[src/rtl/lpc_pkg.sv]
// Shared constants, FSM state type and output saturation helper for the LPC synthesis stage.
package lpc_pkg;
    localparam int ORDER  = 10;
    localparam int DATA_W = 16;
    localparam int FRAC   = 12;
    localparam int ACC_W  = 40;
    localparam int K_W    = 4;

    // Right-shift Fibonacci form of taps 16,14,13,11: feedback = bits 0,2,3,5.
    localparam logic [15:0] LFSR_SEED     = 16'hACE1;
    localparam logic [15:0] LFSR_TAP_MASK = 16'h002D;

    localparam logic signed [DATA_W-1:0] SAT_MAX     = 16'sh7FFF;
    localparam logic signed [DATA_W-1:0] SAT_MIN     = 16'sh8000;
    localparam logic signed [ACC_W-1:0]  SAT_MAX_ACC = 40'sd32767;
    localparam logic signed [ACC_W-1:0]  SAT_MIN_ACC = -40'sd32768;

    typedef enum logic [1:0] {IDLE, MAC, OUT} state_e;

    // Floor-shift out of the fixed-point domain and clamp to the sample range.
    function automatic logic signed [DATA_W-1:0] sat_shift(input logic signed [ACC_W-1:0] acc);
        logic signed [ACC_W-1:0] s;
        s = acc >>> FRAC;
        if (s > SAT_MAX_ACC)
            return SAT_MAX;
        else if (s < SAT_MIN_ACC)
            return SAT_MIN;
        else
            return s[DATA_W-1:0];
    endfunction
endpackage

[src/rtl/lpc_synth_if.sv]
// Frame-load, sample-request and sample-output bundle of the LPC synthesis stage.
interface lpc_synth_if;
    import lpc_pkg::*;

    logic                      frame_v;
    logic [DATA_W*ORDER-1:0]   coef;
    logic                      voiced;
    logic [15:0]               pitch;
    logic [DATA_W-1:0]         gain;
    logic                      tick;
    logic signed [DATA_W-1:0]  y;
    logic                      vout;
    logic                      overrun;

    modport master (output frame_v, coef, voiced, pitch, gain, tick,
                    input  y, vout, overrun);
    modport slave  (input  frame_v, coef, voiced, pitch, gain, tick,
                    output y, vout, overrun);
endinterface

[src/rtl/lpc_excitation.sv]
// Excitation source: pitch impulse train for voiced frames, LFSR noise otherwise.
// LPC_SYNTH_NOISE_EN builds the noise generator; without it unvoiced excitation is zero.
module lpc_excitation
    import lpc_pkg::*;
(
    input  logic                     clk,
    input  logic                     rst,
    input  logic                     advance,
    input  logic                     voiced,
    input  logic [15:0]              pitch,
    input  logic [DATA_W-1:0]        gain,
    output logic signed [DATA_W:0]   e
);
    logic [15:0]             pcnt_q, pcnt_d;
    logic                    use_pulse;
    logic signed [DATA_W:0]  noise;

    assign use_pulse = voiced && (pitch != 16'd0);

    // Phase is only advanced by pulse frames so it carries across voiced frame changes.
    always_comb begin
        pcnt_d = pcnt_q;
        if (advance && use_pulse)
            pcnt_d = (pcnt_q >= pitch - 16'd1) ? 16'd0 : pcnt_q + 16'd1;
    end

    always_ff @(posedge clk or posedge rst) begin
        if (rst)
            pcnt_q <= '0;
        else
            pcnt_q <= pcnt_d;
    end

`ifdef LPC_SYNTH_NOISE_EN
    logic [15:0]            lfsr_q, lfsr_d;
    logic signed [DATA_W:0] mag;

    assign mag   = {1'b0, gain >> 2};
    assign noise = lfsr_q[0] ? -mag : mag;

    always_comb begin
        lfsr_d = lfsr_q;
        if (advance && !use_pulse)
            lfsr_d = {^(lfsr_q & LFSR_TAP_MASK), lfsr_q[15:1]};
    end

    always_ff @(posedge clk or posedge rst) begin
        if (rst)
            lfsr_q <= LFSR_SEED;
        else
            lfsr_q <= lfsr_d;
    end
`else
    assign noise = '0;
`endif

    assign e = use_pulse ? ((pcnt_q == 16'd0) ? {1'b0, gain} : '0) : noise;
endmodule

[src/rtl/lpc_synth.sv]
// LPC synthesis: excitation through a 10th-order all-pole filter on one time-shared MAC.
// Noise excitation for unvoiced frames is built only with LPC_SYNTH_NOISE_EN.
module lpc_synth
    import lpc_pkg::*;
(
    input  logic        clk,
    input  logic        rst,
    lpc_synth_if.slave  bus
);
    state_e                    state_q, state_d;
    logic [K_W-1:0]            k_q, k_d, k_idx;
    logic signed [ACC_W-1:0]   acc_q, acc_d;
    logic signed [DATA_W-1:0]  y_q, y_d;
    logic                      vout_q, vout_d, overrun_q, overrun_d;
    logic                      pend_flag_q, pend_flag_d;
    logic signed [DATA_W-1:0]  coef_act_q [ORDER], coef_act_d [ORDER];
    logic signed [DATA_W-1:0]  coef_pnd_q [ORDER], coef_pnd_d [ORDER];
    logic signed [DATA_W-1:0]  hist_q [ORDER], hist_d [ORDER];
    logic signed [DATA_W-1:0]  coef_in [ORDER];
    logic                      voiced_act_q, voiced_act_d, voiced_pnd_q, voiced_pnd_d;
    logic [15:0]               pitch_act_q, pitch_act_d, pitch_pnd_q, pitch_pnd_d;
    logic [DATA_W-1:0]         gain_act_q, gain_act_d, gain_pnd_q, gain_pnd_d;
    logic                      accept, commit;
    logic signed [DATA_W:0]    e;
    logic signed [2*DATA_W-1:0] prod;

    genvar gi;
    generate
        for (gi = 0; gi < ORDER; gi++) begin : g_coef
            assign coef_in[gi] = bus.coef[DATA_W*gi +: DATA_W];
        end
    endgenerate

    assign accept = bus.tick && (state_q == IDLE);
    // Never swap coefficients under a running or just-requested sample.
    assign commit = (state_q == IDLE) && !bus.tick && pend_flag_q;

    lpc_excitation u_exc (
        .clk     (clk),
        .rst     (rst),
        .advance (accept),
        .voiced  (voiced_act_q),
        .pitch   (pitch_act_q),
        .gain    (gain_act_q),
        .e       (e)
    );

    assign k_idx = (k_q >= K_W'(1) && k_q <= K_W'(ORDER)) ? k_q - K_W'(1) : '0;
    assign prod  = coef_act_q[k_idx] * hist_q[k_idx];

    always_ff @(posedge clk or posedge rst) begin
        if (rst)
            state_q <= IDLE;
        else
            state_q <= state_d;
    end

    always_comb begin
        state_d = state_q;
        case (state_q)
            IDLE:    if (bus.tick) state_d = MAC;
            MAC:     if (k_q == K_W'(ORDER)) state_d = OUT;
            OUT:     state_d = IDLE;
            default: state_d = IDLE;
        endcase
    end

    always_comb begin
        k_d          = k_q;
        acc_d        = acc_q;
        y_d          = y_q;
        vout_d       = 1'b0;
        overrun_d    = overrun_q | (bus.tick && state_q != IDLE);
        hist_d       = hist_q;
        coef_act_d   = coef_act_q;
        coef_pnd_d   = coef_pnd_q;
        voiced_act_d = voiced_act_q;
        voiced_pnd_d = voiced_pnd_q;
        pitch_act_d  = pitch_act_q;
        pitch_pnd_d  = pitch_pnd_q;
        gain_act_d   = gain_act_q;
        gain_pnd_d   = gain_pnd_q;
        pend_flag_d  = pend_flag_q;

        case (state_q)
            IDLE: if (accept) begin
                acc_d = {{(ACC_W-DATA_W-1-FRAC){e[DATA_W]}}, e, {FRAC{1'b0}}};
                k_d   = K_W'(1);
            end
            MAC: begin
                acc_d = acc_q - {{(ACC_W-2*DATA_W){prod[2*DATA_W-1]}}, prod};
                k_d   = k_q + K_W'(1);
            end
            OUT: begin
                y_d       = sat_shift(acc_q);
                vout_d    = 1'b1;
                hist_d[0] = y_d;
                for (int i = 1; i < ORDER; i++)
                    hist_d[i] = hist_q[i-1];
                k_d       = '0;
            end
            default: ;
        endcase

        if (commit) begin
            coef_act_d   = coef_pnd_q;
            voiced_act_d = voiced_pnd_q;
            pitch_act_d  = pitch_pnd_q;
            gain_act_d   = gain_pnd_q;
            pend_flag_d  = 1'b0;
        end
        // A new frame arriving on the commit edge stays pending for the next one.
        if (bus.frame_v) begin
            coef_pnd_d   = coef_in;
            voiced_pnd_d = bus.voiced;
            pitch_pnd_d  = bus.pitch;
            gain_pnd_d   = bus.gain;
            pend_flag_d  = 1'b1;
        end
    end

    always_ff @(posedge clk or posedge rst) begin
        if (rst) begin
            k_q          <= '0;
            acc_q        <= '0;
            y_q          <= '0;
            vout_q       <= 1'b0;
            overrun_q    <= 1'b0;
            pend_flag_q  <= 1'b0;
            voiced_act_q <= 1'b0;
            voiced_pnd_q <= 1'b0;
            pitch_act_q  <= '0;
            pitch_pnd_q  <= '0;
            gain_act_q   <= '0;
            gain_pnd_q   <= '0;
            for (int i = 0; i < ORDER; i++) begin
                hist_q[i]     <= '0;
                coef_act_q[i] <= '0;
                coef_pnd_q[i] <= '0;
            end
        end else begin
            k_q          <= k_d;
            acc_q        <= acc_d;
            y_q          <= y_d;
            vout_q       <= vout_d;
            overrun_q    <= overrun_d;
            pend_flag_q  <= pend_flag_d;
            voiced_act_q <= voiced_act_d;
            voiced_pnd_q <= voiced_pnd_d;
            pitch_act_q  <= pitch_act_d;
            pitch_pnd_q  <= pitch_pnd_d;
            gain_act_q   <= gain_act_d;
            gain_pnd_q   <= gain_pnd_d;
            hist_q       <= hist_d;
            coef_act_q   <= coef_act_d;
            coef_pnd_q   <= coef_pnd_d;
        end
    end

    assign bus.y       = y_q;
    assign bus.vout    = vout_q;
    assign bus.overrun = overrun_q;
endmodule

[src/flat_wrapper.sv]
// flat-port wrapper written by rule: the top's interface ports become plain ports
module lpc_synth_flat import lpc_pkg::*;
  (clk, rst, bus_frame_v, bus_coef, bus_voiced, bus_pitch, bus_gain, bus_tick, bus_y, bus_vout, bus_overrun);
  lpc_synth_if bus_i ();
  input  logic clk;
  input  logic rst;
  input wire logic [$bits(bus_i.frame_v)-1:0] bus_frame_v;
  input wire logic [$bits(bus_i.coef)-1:0] bus_coef;
  input wire logic [$bits(bus_i.voiced)-1:0] bus_voiced;
  input wire logic [$bits(bus_i.pitch)-1:0] bus_pitch;
  input wire logic [$bits(bus_i.gain)-1:0] bus_gain;
  input wire logic [$bits(bus_i.tick)-1:0] bus_tick;
  output wire logic [$bits(bus_i.y)-1:0] bus_y;
  output wire logic [$bits(bus_i.vout)-1:0] bus_vout;
  output wire logic [$bits(bus_i.overrun)-1:0] bus_overrun;
  assign bus_i.frame_v = bus_frame_v;
  assign bus_i.coef = bus_coef;
  assign bus_i.voiced = bus_voiced;
  assign bus_i.pitch = bus_pitch;
  assign bus_i.gain = bus_gain;
  assign bus_i.tick = bus_tick;
  assign bus_y = bus_i.y;
  assign bus_vout = bus_i.vout;
  assign bus_overrun = bus_i.overrun;
  lpc_synth u_core (.clk(clk), .rst(rst), .bus(bus_i));
endmodule
[config.mk]
export PLATFORM = sky130hd
export DESIGN_NAME = lpc_synth_flat
export DESIGN_NICKNAME = d
export VERILOG_FILES = /design/src/rtl/lpc_pkg.sv /design/src/rtl/lpc_synth_if.sv /design/src/rtl/lpc_excitation.sv /design/src/rtl/lpc_synth.sv /design/src/flat_wrapper.sv
export SDC_FILE = /design/constraint.sdc
export NUM_CORES = 2
export LEC_CHECK = 0
export BUFFER_PORTS_ARGS = -buffer_cell sky130_fd_sc_hd__buf_2
export CELL_PAD_IN_SITES_DETAIL_PLACEMENT = 0
export CELL_PAD_IN_SITES_GLOBAL_PLACEMENT = 1
export CORE_MARGIN = 4
export CORE_UTILIZATION = 50
export CTS_CLUSTER_SIZE = 14
export DETAILED_ROUTE_END_ITERATION = 12
export PLACE_DENSITY = 0.79
export SLEW_MARGIN = 40
export SYNTH_ARGS = -nofsm -noshare
export SYNTH_HDL_FRONTEND = slang
export SYNTH_SLANG_ARGS = --single-unit
[constraint.sdc]
create_clock -name clk -period 21 [get_ports clk]
set_input_delay 2.1 -clock clk [delete_from_list [all_inputs] [get_ports clk]]
set_output_delay 2.1 -clock clk [all_outputs]
set_load 0.01 [all_outputs]
==> flow_metrics.py <==
metrics = {
    "outcome": {
        "status": "finished clean",
    },
    "route": {
        "wl_mm": 96.5,
        "antenna_left": 0,
        "first_pass_iters": 5,
        "post-route-drc-count": 0,
        "wl_per_cell_um": 21.1,
        "vias_per_cell": 5.63,
        "vias": 25700,
        "initialDrtViolationCount": 1868,
    },
    "setup_path": {
        "crit_top_cell": "inv_1",
        "timing.reg2reg.setup_slack_ps": 8630,
        "start_kind": "flop",
        "crit_fanout": 65,
        "reg2regPathDepth": 42,
        "endpoint_kind": "flop",
        "cpPeakStageDelay_ps": 740,
        "path_class": "flop to flop",
        "arrival_ps": 12910,
        "critPathLaunch": "u_core.k_q[1]",
        "cp.required_ps": 21540,
        "r2r-start": "u_core.k_q[1]",
        "reg2reg_to": "u_core.acc_q[39]",
        "cp_slowest_cell": "buf_4",
    },
    "place": {
        "dp_hpwl_mm": 71.3,
        "finalWeightedCongestion": 0.899,
        "io_buffer_count": 214,
    },
    "floorplan": {
        "start_util_pct": 50.6,
        "fp.dieW_um": 283,
        "core_area_um2": 74700,
        "num_rows": 100,
        "dieArea_um2": 80100,
        "ios": 215,
        "die_h_um": 283,
    },
    "sta": {
        "worstMarginPinSlew_ps": 852,
        "finalSetupViolCount": 0,
        "rsz0062_at_grt": "false",
        "slew_viol_final": 0,
        "max_freq_ghz": 0.0808,
        "finalCritPeriodShare_pct": 58.9,
        "clock_skew_ps": 46.3,
        "min_period_ps": 12370,
        "hold_viol_final": 0,
        "max_slew_margin_pct": 43.2,
        "fin_tns_setup_ps": 0,
    },
    "synthesis": {
        "synth_compound_area_share_pct": 7.82,
        "syn_inst": 3378,
        "synth_area_um2": 37800,
        "avgSynthCellArea_um2": 11.2,
        "synth_simple_gate_area_share_pct": 8.36,
        "yosys_warnings": 0,
        "synth_ff_type": "dfrtp_1",
        "synth-edff-count": 0,
        "synth_top_family_by_area": "adder cells",
        "ys_ff_latch": 611,
        "yosysSeqAreaShare_pct": 40.4,
        "async_flop_share_pct": 100,
        "synth_fa_ha_area_share_pct": 18.6,
        "synth_xor_area_share_pct": 2.22,
        "synth.distinct_cells": 75,
        "syn_nets": 3979,
        "synthMuxAreaShare_pct": 17.1,
    },
    "final_layout": {
        "drive_gt1_share_pct": 26.5,
        "fin_nets": 4148,
        "fin_util_pct": 56.8,
        "diodes": 0,
        "area_delta_synth_final_pct": 12.1,
    },
    "cts": {
        "cts_made_buffers": 67,
        "cts_buffer_depth": 3,
        "clock_latency_ps": 620,
        "htree_num_levels": 3,
        "hold_buffers": 0,
        "clk_pin_slew_ps": 60,
        "cts_tree": "done",
        "cts-resized-gates": 0,
        "cts_num_sinks": 611,
        "clock-root-buffer": "clkbuf_16",
        "post-cts-setup-buffers": 0,
    },
    "worst_hold_path": {
        "min_to": "u_core.bus.overrun",
        "hold_depth": 1,
        "hp-class": "flop to flop",
        "worstHoldStart": "u_core.bus.overrun",
    },
    "global_routing": {
        "grt_pass1_wl_mm": 152,
        "grt-ovfl-total": 0,
        "grt_max_degree": 119,
        "track_usage_pct": 24.0,
        "grt_antenna_before_repair": 1,
        "grt_pass1_vias": 26200,
    },
    "run": {
        "max_cap_viol_count": 0,
    },
}
metal layers:
metal | vias to the layer above | GRT usage [%] | wire length (um)
li1 | 11800 | - | -
met1 | 13200 | 34.2 | 43200
met2 | 625 | 38.0 | 45600
met3 | 144 | 3.91 | 5090
met4 | 0 | 7.31 | 2580
met5 | - | 0 | 0
Yosys cell counts (5+ instances only):
cell        n  area share [%]
dfrtp_1   611              40
mux2_2    534              16
inv_1     360             3.6
nand2_1   304             3.0
fa_1      263              14
nor2_1    239             2.4
ha_1      141             4.7
clkbuf_1  129             1.3
a21oi_1    65            0.86
o21ai_0    65            0.86
xnor2_1    56             1.3
a31oi_1    45            0.74
mux2i_1    45             1.2
nand3_1    45            0.60
a221oi_1   42            0.97
xor2_1     40            0.93
o22ai_1    32            0.53
a21o_1     30            0.60
and2_1     26            0.43
nor3_1     25            0.33
a211oi_1   23            0.46
nand2b_1   23            0.38
nor2b_1    19            0.31
buf_4      17            0.34
o211ai_1   14            0.28
a32o_1     13            0.34
buf_2      13            0.17
nor4_1     13            0.22
and3_1     11            0.18
buf_1      11            0.11
o21a_1     11            0.22
o21ai_1    10            0.13
o21bai_1    8            0.16
o32a_1      8            0.21
or3_1       8            0.13
nand4_1     7            0.12
o32ai_1     6            0.14
o22a_1      5            0.12
how the worst max path moves through the flow:
stage	endpoint	slack, ps	cells after the start
3_3_place_gp	u_core.acc_q[39]	8560	42
5_1_grt	u_core.acc_q[39]	7920	44
3_5_place_dp	u_core.acc_q[39]	8570	42
4_1_cts	u_core.acc_q[39]	8540	44
6_report	u_core.acc_q[39]	8630	42
2_1_floorplan	u_core.acc_q[0]	1790	1
flip-flops by register name, indices dropped and copies added (netlist names), 2 cells and up:
register / cells
u_core.gain_pnd_q: 16
u_core.acc_q: 40
u_core.coef_pnd_q: 160
u_core.u_exc.pcnt_q: 16
u_core.pitch_pnd_q: 16
u_core.coef_act_q: 160
u_core.gain_act_q: 16
u_core.pitch_act_q: 16
u_core.hist_q: 144
u_core.bus.y: 16
u_core.state_q: 2
u_core.k_q: 4
cells by family (layout without fill, tap and decap cells):
| family | Yosys count | after routing |
|---|---|---|
| adders and majority gates | 404 | 404 |
| and+or+nand+nor | 734 | 734 |
| buffers and inverters | 532 | 752 |
| AOI/OAI and AO/OA | 422 | 422 |
| DFF | 611 | 611 |
| xor gates and xnor gates | 96 | 96 |
| muxes | 579 | 579 |
metrics by stage:
stage | cells | instance area (um2) | hold WS (ps) | worst slack (ps)
floorplan | 3378 | 37800 | 450 | 1790
global placement | 4443 | 39900 | 458 | 8560
detailed placement | 4447 | 40000 | 451 | 8570
CTS | 4567 | 42400 | 466 | 8540
global route | 4567 | 42400 | 480 | 7920
finish | 4567 | 42400 | 462 | 8630
area by class of cell:
cell class              count  area (um2)
well taps                 969        1210
clock inverters            20         312
repair buffers            270        1570
flip-flops and latches    611       15300
multi-input cells        2235       20600
fillers                  6392       32300
clock buffers             100        2060
inverters                 362        1370
critical path: cells and delay by family (launching register included):
| kind | cells | cell delay [ps] |
|---|---|---|
| xor gates and xnor gates | 2 | 370 |
| adders and majority gates | 9 | 3830 |
| AOI/OAI and AO/OA | 15 | 4050 |
| DFF | 1 | 420 |
| and+or+nand+nor | 8 | 1980 |
| buffers and inverters | 8 | 1560 |
layout by cell type, fill, tap and decap left out, types with 23 or more instances in the layout:
| master | n |
|---|---|
| and2_1 | 26 |
| ha_1 | 140 |
| mux2_2 | 534 |
| a21o_1 | 30 |
| xnor2_1 | 56 |
| nor2_1 | 235 |
| dfrtp_1 | 611 |
| nor3_1 | 25 |
| fa_1 | 263 |
| a31oi_1 | 43 |
| inv_1 | 359 |
| o21ai_0 | 64 |
| clkbuf_16 | 68 |
| a221oi_1 | 42 |
| a211oi_1 | 23 |
| nand3_1 | 45 |
| a21oi_1 | 65 |
| mux2i_1 | 45 |
| xor2_1 | 40 |
| buf_4 | 42 |
| o22ai_1 | 28 |
| nand2_1 | 302 |
| clkbuf_8 | 25 |
| buf_2 | 213 |
Power is left out: the tool's default activity adds up to more than one toggle a clock period on the data nets, which glitch-free logic cannot reach.
